[config.mk]
export PLATFORM = sky130hd
export DESIGN_NAME = parking_gate_fsm
export DESIGN_NICKNAME = d
export VERILOG_FILES = /design/src/rtl/parking_gate_fsm.sv
export SDC_FILE = /design/constraint.sdc
export NUM_CORES = 1
export LEC_CHECK = 0
export ABC_AREA = 1
export BUFFER_PORTS_ARGS = -buffer_cell sky130_fd_sc_hd__buf_2
export CORE_MARGIN = 2
export CORE_UTILIZATION = 36
export CTS_CLUSTER_SIZE = 20
export DETAILED_ROUTE_END_ITERATION = 10
export SLEW_MARGIN = 10
export SYNTH_ARGS = -nofsm -noshare
export SYNTH_HDL_FRONTEND = slang
export SYNTH_SLANG_ARGS = --single-unit
export TNS_END_PERCENT = 20
[constraint.sdc]
create_clock -name clk -period 2.2 [get_ports clk]
set_clock_uncertainty 0.15 [all_clocks]
set_input_delay 0.33 -clock clk [delete_from_list [all_inputs] [get_ports clk]]
set_output_delay 0.33 -clock clk [all_outputs]
set_load 0.005 [all_outputs]
[src/rtl/parking_gate_fsm.sv]
// Direction-decoding FSM for the car gate: turns the debounced outer/inner
// light-barrier bits into entry/exit pulses and tracks a saturating occupancy.
module parking_gate_fsm #(
  parameter int CAPACITY = 15,
  parameter int CNT_W    = $clog2(CAPACITY + 1)
) (
  input  logic             clk,
  input  logic             rst,
  input  logic             sensor_a,
  input  logic             sensor_b,
  output logic             car_in,
  output logic             car_out,
  output logic             err,
  output logic [CNT_W-1:0] count,
  output logic             full,
  output logic             empty
);

  typedef enum logic [2:0] {
    IDLE,
    IN_A,
    IN_AB,
    IN_B,
    OUT_B,
    OUT_AB,
    OUT_A,
    WAIT_CLEAR
  } state_t;

  localparam logic [CNT_W-1:0] CAP = CNT_W'(CAPACITY);

  state_t           state, state_nxt;
  logic [1:0]       ab;
  logic             entry_evt, exit_evt, seq_err;
  logic             car_in_nxt, car_out_nxt, err_nxt;
  logic [CNT_W-1:0] count_nxt;

  assign ab = {sensor_a, sensor_b};

  always_ff @(posedge clk) begin
    if (rst) begin
      state   <= IDLE;
      count   <= '0;
      car_in  <= 1'b0;
      car_out <= 1'b0;
      err     <= 1'b0;
    end else begin
      state   <= state_nxt;
      count   <= count_nxt;
      car_in  <= car_in_nxt;
      car_out <= car_out_nxt;
      err     <= err_nxt;
    end
  end

  // Sequence tracking: any jump that skips a step is illegal and parks the
  // FSM in WAIT_CLEAR until both beams are clear again.
  always_comb begin
    state_nxt = state;
    entry_evt = 1'b0;
    exit_evt  = 1'b0;
    seq_err   = 1'b0;
    case (state)
      IDLE: begin
        case (ab)
          2'b10:   state_nxt = IN_A;
          2'b01:   state_nxt = OUT_B;
          2'b11: begin state_nxt = WAIT_CLEAR; seq_err = 1'b1; end
          default: state_nxt = IDLE;
        endcase
      end
      IN_A: begin
        case (ab)
          2'b10:   state_nxt = IN_A;
          2'b11:   state_nxt = IN_AB;
          2'b00:   state_nxt = IDLE;
          default: begin state_nxt = WAIT_CLEAR; seq_err = 1'b1; end
        endcase
      end
      IN_AB: begin
        case (ab)
          2'b11:   state_nxt = IN_AB;
          2'b01:   state_nxt = IN_B;
          2'b10:   state_nxt = IN_A;
          default: begin state_nxt = WAIT_CLEAR; seq_err = 1'b1; end
        endcase
      end
      IN_B: begin
        case (ab)
          2'b01:   state_nxt = IN_B;
          2'b00: begin state_nxt = IDLE; entry_evt = 1'b1; end
          2'b11:   state_nxt = IN_AB;
          default: begin state_nxt = WAIT_CLEAR; seq_err = 1'b1; end
        endcase
      end
      OUT_B: begin
        case (ab)
          2'b01:   state_nxt = OUT_B;
          2'b11:   state_nxt = OUT_AB;
          2'b00:   state_nxt = IDLE;
          default: begin state_nxt = WAIT_CLEAR; seq_err = 1'b1; end
        endcase
      end
      OUT_AB: begin
        case (ab)
          2'b11:   state_nxt = OUT_AB;
          2'b10:   state_nxt = OUT_A;
          2'b01:   state_nxt = OUT_B;
          default: begin state_nxt = WAIT_CLEAR; seq_err = 1'b1; end
        endcase
      end
      OUT_A: begin
        case (ab)
          2'b10:   state_nxt = OUT_A;
          2'b00: begin state_nxt = IDLE; exit_evt = 1'b1; end
          2'b11:   state_nxt = OUT_AB;
          default: begin state_nxt = WAIT_CLEAR; seq_err = 1'b1; end
        endcase
      end
      WAIT_CLEAR: begin
        if (ab == 2'b00) state_nxt = IDLE;
      end
      default: state_nxt = IDLE;
    endcase
  end

  // Occupancy saturates; a blocked increment/decrement still pulses the event
  // but raises err instead of wrapping.
  always_comb begin
    car_in_nxt  = entry_evt;
    car_out_nxt = exit_evt;
    err_nxt     = seq_err;
    count_nxt   = count;
    if (entry_evt) begin
      if (count < CAP) count_nxt = count + CNT_W'(1);
      else             err_nxt   = 1'b1;
    end else if (exit_evt) begin
      if (count != '0) count_nxt = count - CNT_W'(1);
      else             err_nxt   = 1'b1;
    end
  end

  assign full  = (count == CAP);
  assign empty = (count == '0);

endmodule
==> results of run 1 <==
## flip-flops by register name, indices dropped and copies added, names as in the netlist
register,cells
err,1
count,4
state,3
car_in,1
car_out,1
## worst max-delay path, cell delays in order, from the launching register on
cell and delay, ps:
dfxtp_1 430, inv_2 110, nand4_2 180, ha_1 410, nand2_1 110, nand2_1 50
nor2_1 90, nand2_1 50, nand2_1 50, inv_1 50, a21oi_1 140, nor2_1 60
## cells in the final DEF (no fill, tap or decap)
cell type  instances
nand3_1           13
fa_1               1
nor3_1             5
nand4_1            3
clkbuf_4           3
nand2_2            1
inv_2              2
nand4_2            1
a211oi_1           1
dfxtp_1           10
a21oi_2            3
o21ai_0            5
nor2_4             1
clkbuf_8           1
o21a_1             1
xor2_1             1
inv_1             18
ha_1               9
nand2_1           34
a21oi_1            3
buf_4              5
buf_2             12
nor2_1            20
## synth_stat cells, drive strengths merged
cell type / instances / share of area (%)
inv: 20 / 8.8
nor2: 21 / 10
nand2: 35 / 16
o21ai: 5 / 2.9
nor3: 5 / 2.9
dfxtp: 10 / 23
nand3: 13 / 7.6
buf: 2 / 1.5
a211oi: 1 / 0.88
o21a: 1 / 0.88
a21oi: 6 / 4.8
clkbuf: 1 / 0.44
xor2: 1 / 1.0
ha: 9 / 13
fa: 1 / 2.3
nand4: 4 / 3.7
## layer usage
metal	vias up	track usage (%)	wire length (µm)
met5	-	0	0
met4	0	7.69	31
met3	4	5.71	120
met2	40	28.7	948
met1	398	21.1	904
li1	462	-	-
## power by group
group	leakage [nW]	switching, mW	internal, mW
clock	0.0210	0.0695	0.101
sequential	0.0813	0.0460	0.211
combinational	0.416	0.175	0.110
## stage by stage
step,utilization (%),setup WS (ps)
3_5_place_dp,43.5,-33.6
2_1_floorplan,-,215
6_report,45.2,231
4_1_cts,45.2,233
5_1_grt,45.2,23.0
3_3_place_gp,43.5,85.9
## worst max path at each step
stage          cells past startpoint  slack, ps        to     start
3_5_place_dp                      13        -30  count[3]  sensor_a
3_3_place_gp                      13         90  count[3]  sensor_a
2_1_floorplan                     12        210  count[3]  sensor_b
4_1_cts                           11        230  count[3]  state[2]
5_1_grt                           10         20  count[3]  state[1]
6_report                          11        230  count[3]  state[2]
## final cells by class
| type | instances | area, µm² |
|---|---|---|
| flip-flops and latches | 10 | 200 |
| fillers | 246 | 1220 |
| inverters | 20 | 75.1 |
| repair buffers | 17 | 97.6 |
| multi-input cells | 102 | 564 |
| clock buffers | 4 | 36.3 |
| well taps | 28 | 35.0 |
## cell families after synthesis
kind of cell / count (synthesis) / synth area share (%)
adders and majority gates: 10 / 15.5
buffers and inverters: 23 / 10.7
DFF: 10 / 23.4
AOI/OAI and AO/OA: 13 / 9.50
xor gates and xnor gates: 1 / 1.02
and+or+nand+nor: 78 / 39.9
==> metrics.yaml, run 1 <==
status:
  outcome: "finished, final reports clean"
cells_and_area:
  fin_nets: 168
  diodes: 0
  area_delta_synth_final_pct: 17.8
  drive_above_1_share_pct: 19.0
  postLayoutCellArea_mm2: 0.00101
  layout.cells.non_filler: 181
sta:
  timing.setup.tns_ps: 0
  rsz0062_at_grt: "no"
  tightestPinTransition_ps: 380
  finalCritPeriodShare_pct: 89.5
  slew_headroom_pct: 74.7
  hold_viol_final: 0
  min_period_ps: 1970
  hold_slack_ps: 207
  fmax_mhz: 508
  setup_viol: 0
  drv_slew: 0
worst_setup_path:
  crit_type: "reg -> reg"
  critPathRequiredTime_ps: 2220
  end_kind: "flip-flop"
  timing.rr.end: "count[3]"
  rr_startpoint: "state[2]"
  crit_fanout: 11
  cp.arrival_ps: 1990
  critPathLaunchType: "flip-flop"
  reg2reg_depth: 11
  rrSetupSlack_ps: 230
power_and_ir_drop:
  ir_drop_mv: 0.389
  p_leak_nw: 0.518
  power.density_mw_per_mm2: 705
  total_power_uw: 711
floorplan:
  die_y_um: 52.8
  initial_core_util_pct: 38.3
  ios: 13
  fp.dieW_um: 52.8
  fp.dieArea_mm2: 0.00278
  num_rows: 17
  core_mm2: 0.00223
placement:
  dp_cells: 177
  dp_hpwl_um: 1580
  routabilityCongestion: 0.908
  portBuffers: 12
  placed_area_um2: 972
detailed_routing:
  vias: 904
  detail_route.iter0.violations: 48
  wl_per_cell_um: 11.1
  via_per_inst: 4.99
  drc: 0
  routed_wl_um: 2010
  drtPass1Iterations: 6
  ant_nets: 0
yosys:
  synth_nets: 149
  ys_seq_area_share_pct: 23.4
  syn_area_um2: 856
  ys_warn_count: 0
  ys_ff_latch: 10
  syn_avg_cell_area_um2: 6.34
  syn-instance-count: 135
  synth.distinct_cells: 22
min_path:
  whs_path_depth: 2
  min_path_type: "in -> reg"
  min_from: "rst"
  min_to: "count[2]"
cts:
  cts_resized: 0
  clock-sinks: 10
  insertion_delay_ps: 270
  numCtsBuffers: 3
  clk_pin_slew_worst_paths_ps: 70
  cts_buffer_depth: 2
  cts_tree: "done"
  htree_num_levels: 1
  root_buffer: "clkbuf_4"
  cts_setup_buffers: 0
  cts_hold_buf: 0
grt:
  grt_pass1_wl_um: 3680
  grt-ovfl-total: 0
  grt_pass1_vias: 904
  grtUsageTotal_pct: 17.7
  grt_start_max_net_pins: 12
  grt_antenna_before_repair: 0
flow_run:
  maxCapViolCount: 0
(Power assumes the default switching activity.)
==> inputs of run 2 (changes only) <==
Settings changed: ABC_AREA 1 to unset.
==> run 2 against run 1 <==
Synthesized cell count is 36% lower. Via count down 21%. Final cell count shrank 25%. Combinational power is 30% lower. Clock-buffer cell count did not move. Sequential power shrank 19%. Critical path type is now in -> reg. Global-route usage down 1.4 points. Non-clock buffer count is 5 higher. Wire length decreased by 12%. Hold slack better by 17 ps. Final area rose by 2.2%. Clock power hardly changed.
==> metrics.yaml, run 2 <==
status:
  outcome: "finished, final reports clean"
cells_and_area:
  diodes: 0  # unchanged
  post-route-util_pct: 47.1  # +1.9 points
  final_cell_mix: "buf_2 (12), dfxtp_1 (10), buf_4 (10), ha_1 (7)"
  final_common_cell: "buf_2"
  top_regs: "count (4), state (3)"
  layout.cells.non_filler: 136  # -25%
  fill_cells: 218  # -11%
  postLayoutCellArea_mm2: 0.00103  # +2.2%
  fin_nets: 123  # -27%
  drive_above_1_share_pct: 31.5  # +13 points
  regMostFlops: "count"
  largest_reg_flops: 4  # unchanged
  area_delta_synth_final_pct: 25.4
power_and_ir_drop:
  clockPowerShare_pct: 29.2  # +5.3 points
  p_comb_share_pct: 34.7  # -5.3 points
  p_sw_share_pct: 31.2  # -9.6 points
  p_leak_nw: 0.468  # -9.7%
  power.density_mw_per_mm2: 559  # -21%
  switching_power_uw: 180  # -38%
  ir_drop_mv: 0.246  # -37%
  seqPwrFrac_pct: 36.1  # about the same
  p_int_uw: 397  # -5.8%
detailed_routing:
  vias: 714  # -21%
  ant_nets: 0  # unchanged
  via_per_inst: 5.25  # +5.1%
  detail_route.iter0.violations: 6  # -88%
  routed_wl_um: 1760  # -12%
  wl_per_cell_um: 12.9  # +17%
  drtPass1Iterations: 3  # -3
  drc: 0  # unchanged
yosys:
  yosysMostFrequentCell: "dfxtp_1"
  synth_common_cells: "dfxtp_1 (10), ha_1 (9), a21oi_1 (6), mux2i_1 (6), nor2b_1 (5)"
  syn-instance-count: 87  # -36%
  syn_area_um2: 822  # -3.9%
  synth-edff-count: 0  # unchanged
  synthFlopType: "dfxtp_1"
  ys_seq_area_share_pct: 24.4  # +0.96 points
  async_flop_share_pct: 0  # unchanged
  ys_warn_count: 0  # unchanged
  synth_top_area_share_pct: 24.4  # +0.96 points
  synth_nets: 101  # -32%
  ys_ff_latch: 10  # unchanged
  yosys.area.top_type: "dfxtp_1"
  synth.distinct_cells: 34  # +55%
  synthTopCellsByArea: "dfxtp_1 (24%), ha_1 (14%), mux2i_1 (7.3%)"
  syn_avg_cell_area_um2: 9.45  # +49%
sta:
  finalCritPeriodShare_pct: 90.7  # +1.2 points
  setup_viol: 0  # unchanged
  tightestPinTransition_ps: 297  # -82.9 ps
  slew_headroom_pct: 80.1  # +5.4 points
  hold_viol_final: 0  # unchanged
  hold_slack_ps: 224  # +17.2 ps
  rsz0062_at_grt: "no"
  drv_slew: 0  # unchanged
  min_period_ps: 1990  # +25.4 ps
  timing.setup.tns_ps: 0  # unchanged
  fmax_mhz: 501  # -1.3%
cts:
  htree_num_levels: 1  # unchanged
  cts_setup_buffers: 0  # unchanged
  numCtsBuffers: 3  # unchanged
  clk_pin_slew_worst_paths_ps: 70  # about the same
  cts_tree: "done"
  insertion_delay_ps: 260  # about the same
  clock-sinks: 10  # unchanged
  cts_resized: 0  # unchanged
  cts_hold_buf: 0  # unchanged
  root_buffer: "clkbuf_4"
  cts_buffer_depth: 2  # unchanged
floorplan:
  num_rows: 17  # unchanged
  initial_core_util_pct: 37.5  # -0.80 points
  core_mm2: 0.00219  # -1.9%
  fp.dieW_um: 51.8  # -1.8%
  die_y_um: 51.8  # -1.8%
  ios: 13  # unchanged
  fp.dieArea_mm2: 0.00268  # -3.6%
placement:
  dp_cells: 132  # -25%
  portBuffers: 12  # unchanged
  placed_area_um2: 995  # +2.3%
  dp_hpwl_um: 1380  # -13%
  routabilityCongestion: 0.768  # -15%
worst_setup_path:
  crit_fanout: 3  # -8
  cp.arrival_ps: 2000  # about the same
  rrSetupSlack_ps: 260  # +30 ps
  critPathRequiredTime_ps: 2210  # about the same
  critPathLaunchType: "input port"
  end_kind: "flip-flop"
  crit_type: "in -> reg"
grt:
  grt_start_max_net_pins: 16  # +4
  grt-ovfl-total: 0  # unchanged
  grtUsageTotal_pct: 16.3  # -1.4 points
  grt_pass1_vias: 698  # -23%
  grt_pass1_wl_um: 3220  # -12%
  grt_antenna_before_repair: 0  # unchanged
min_path:
  min_path_type: "in -> reg"
flow_run:
  maxCapViolCount: 0  # unchanged
## run 2: cell types whose count changed after synthesis, sizes merged, moves of 4 or more
cell   previous run  this run
nand2            35         4
nor2             21         4
inv              20         4
nand3            13         4
mux2i             0         6
nor2b             0         5
nor3              5         0
nand4             4         0
## run 2: final timing paths
path | start | endpoint | cells after the start
worst max-delay path | sensor_a | count[3] | 9
worst min-delay path | rst | count[1] | 2
worst max register to register | state[1] | count[3] | 6
worst min register to register | count[1] | count[1] | 2
## run 2: layout make-up
class / instances / area (µm²) / area share [%]
clock buffers: 4 / 36.3 / 3.52
repair buffers: 22 / 135 / 13.1
inverters: 4 / 18.8 / 1.82
flip-flops and latches: 10 / 200 / 19.4
multi-input cells: 68 / 606 / 58.7
well taps: 28 / 35.0 / 3.40
## run 2: cell families (layout without fill, tap and decap cells)
logic type	after synthesis	after routing	share of synthesized area, %
fa+ha+maj	10	10	16.1
xor+xnor	2	2	2.13
compound gates	22	22	17.4
flops	10	10	24.4
mux	10	10	16.4
simple gates	24	24	18.6
buf+inv	9	30	5.02
## run 2: per-stage QoR
stage	setup WS, ps	power (mW)
after CTS	188	0.586
final	205	0.576
after global routing	91.3	0.620
after floorplan	14.0	0.366
after detailed placement	-106	0.413
after global placement	-43.9	0.407
## run 2: metal layers
metal,global-route usage [%],share of wire [%],vias up
met4,7.89,0.91,0
met2,26.5,51,8
li1,-,-,365
met5,0,0,-
met3,2.59,1.5,2
met1,21.0,46,339
## run 2: critical path, cell delays in order
cell and delay, ps:
buf_2 100, inv_1 130, ha_4 160, nand4b_4 120, ha_1 300, nand3_1 90, a21o_2 210, a211oi_1 220
mux2_1 340
## run 2: power by group through the flow
stage / clock network (mW) / registers, mW / logic [mW]
5_1_grt: 0.184 / 0.209 / 0.227
3_5_place_dp: 0 / 0.212 / 0.201
6_report: 0.168 / 0.208 / 0.200
2_1_floorplan: 0 / 0.211 / 0.155
3_3_place_gp: 0 / 0.212 / 0.196
4_1_cts: 0.176 / 0.208 / 0.201
==> inputs of run 3 (changes only) <==
Settings changed: PLACE_DENSITY_LB_ADDON set to 0.3.
==> run 3 against run 2 <==
Final area up 0.73%. Worst setup slack better by 42 ps. Largest power group unchanged. Clock-buffer cell count unchanged. Power about the same.
==> metrics.yaml, run 3 (same netlist as run 2, synthesis figures left out) <==
cts:
  insertion_delay_ps: 260  # about the same
  htree_num_levels: 1  # unchanged
  numCtsBuffers: 3  # unchanged
  cts_setup_buffers: 0  # unchanged
  clk_pin_slew_worst_paths_ps: 70  # about the same
  cts_tree: "done"
  cts_resized: 0  # unchanged
  cts_hold_buf: 0  # unchanged
  clock-sinks: 10  # unchanged
  root_buffer: "clkbuf_4"
  cts_buffer_depth: 2  # unchanged
floorplan:
  core_mm2: 0.00219  # unchanged
  num_rows: 17  # unchanged
  fp.dieW_um: 51.8  # unchanged
  initial_core_util_pct: 37.5  # unchanged
  ios: 13  # unchanged
  fp.dieArea_mm2: 0.00268  # unchanged
  die_y_um: 51.8  # unchanged
sta:
  fmax_mhz: 512  # +2.1%
  setup_viol: 0  # unchanged
  slew_headroom_pct: 80.3  # +0.20 points
  finalCritPeriodShare_pct: 88.8  # -1.9 points
  drv_slew: 0  # unchanged
  hold_viol_final: 0  # unchanged
  rsz0062_at_grt: "no"
  timing.setup.tns_ps: 0  # unchanged
  min_period_ps: 1950  # -41.6 ps
  tightestPinTransition_ps: 294  # -3.05 ps
power_and_ir_drop:
  power.density_mw_per_mm2: 555  # -0.69%
  ir_drop_mv: 0.243  # -1.0%
  p_leak_nw: 0.473  # +1.0%
cells_and_area:
  largest_reg_flops: 4  # unchanged
  diodes: 0  # unchanged
  top_regs: "count (4), state (3)"
  post-route-util_pct: 47.4  # +0.34 points
  regMostFlops: "count"
  final_cell_mix: "buf_2 (12), buf_4 (11), dfxtp_1 (10), ha_1 (7)"
  drive_above_1_share_pct: 32.1  # +0.63 points
  layout.cells.non_filler: 137  # +0.74%
  fin_nets: 124  # +0.81%
  final_common_cell: "buf_2"
  area_delta_synth_final_pct: 26.3
detailed_routing:
  dr_wl_met2_um: 922  # +2.6%
  via_per_inst: 5.42  # +3.2%
  routed_wl_um: 1740  # -1.1%
  drc: 0  # unchanged
  vias: 742  # +3.9%
  highest_layer: "met3"
  detail_route.iter0.violations: 13  # +7
  wl_per_cell_um: 12.7  # -1.9%
  ant_nets: 0  # unchanged
  drtPass1Iterations: 4  # +1
  wl_met3_um: 29  # +7.4%
  wl_met1_um: 787  # -3.7%
grt:
  grt-ovfl-total: 0  # unchanged
  grt_pass1_vias: 707  # +1.3%
  grtUsageTotal_pct: 15.3  # -1.0 points
  grt_antenna_before_repair: 0  # unchanged
  grt_start_max_net_pins: 16  # unchanged
  grt_pass1_wl_um: 3090  # -4.1%
worst_setup_path:
  path_cells: "buf_2, inv_1, ha_4, nand4b_4, ha_4, nand3_1, a21o_2, a211oi_1, mux2_1"
  cp.arrival_ps: 1960  # -40 ps
  critical-path-top-delay-family: "adder cells"
  end_kind: "flip-flop"
  slowest_delay_ps: 340  # about the same
  crit_fanout: 3  # unchanged
  critPathRequiredTime_ps: 2200  # about the same
  slowest_stage: "mux2_1"
  critPathLaunchType: "input port"
  crit_type: "in -> reg"
  crit_buf_inv: 2  # unchanged
  crit_top_cell: "ha_4"
status:
  outcome: "finished, final reports clean"
placement:
  dp_hpwl_um: 1370  # -0.80%
  portBuffers: 12  # unchanged
  dp_cells: 133  # +0.76%
  routabilityCongestion: 0.793  # +3.3%
min_path:
  min_path_type: "in -> reg"
flow_run:
  maxCapViolCount: 0  # unchanged
## run 3: metal layers
metal | vias to the layer above | GRT usage [%]
li1 | 367 | -
met1 | 364 | 18.2
met2 | 11 | 26.9
met3 | 0 | 1.72
met4 | 0 | 7.89
met5 | - | 0
## run 3: per-stage QoR
stage                     instance area [µm²]  hold slack (ps)  total power, mW  worst slack [ps]
final                                    1040              219            0.576               247
after floorplan                           851              397            0.366              14.0
after global routing                     1040              234            0.612               107
after detailed placement                 1000              439            0.414             -52.3
after global placement                   1000              423            0.409             -8.12
after CTS                                1040              221            0.580               234
## run 3: final timing paths
| path | slack (ps) | startpoint | end | cells past startpoint |
|---|---|---|---|---|
| hold / removal | 220 | rst | count[1] | 2 |
| hold reg to reg | 440 | count[1] | count[1] | 2 |
| setup / recovery | 250 | sensor_a | count[3] | 9 |
| setup reg to reg | 270 | state[2] | count[3] | 6 |
## run 3: cell type report
class                   instances  area, µm²
fillers                       206       1150
flip-flops and latches         10        200
repair buffers                 23        143
clock buffers                   4       36.3
inverters                       4       18.8
multi-input cells              68        606
well taps                      28       35.0
## run 3: worst reg2reg max path: cells and delay by family (launching register included)
kind / cells / cell delay, ps
mux: 1 / 340
fa+ha+maj: 1 / 300
simple gates: 2 / 290
compound gates: 2 / 430
flops: 1 / 320
## run 3: power by group
part / internal (mW) / switching [mW]
Clock: 0.100 / 0.0668
Combinational: 0.100 / 0.101
Sequential: 0.197 / 0.0109
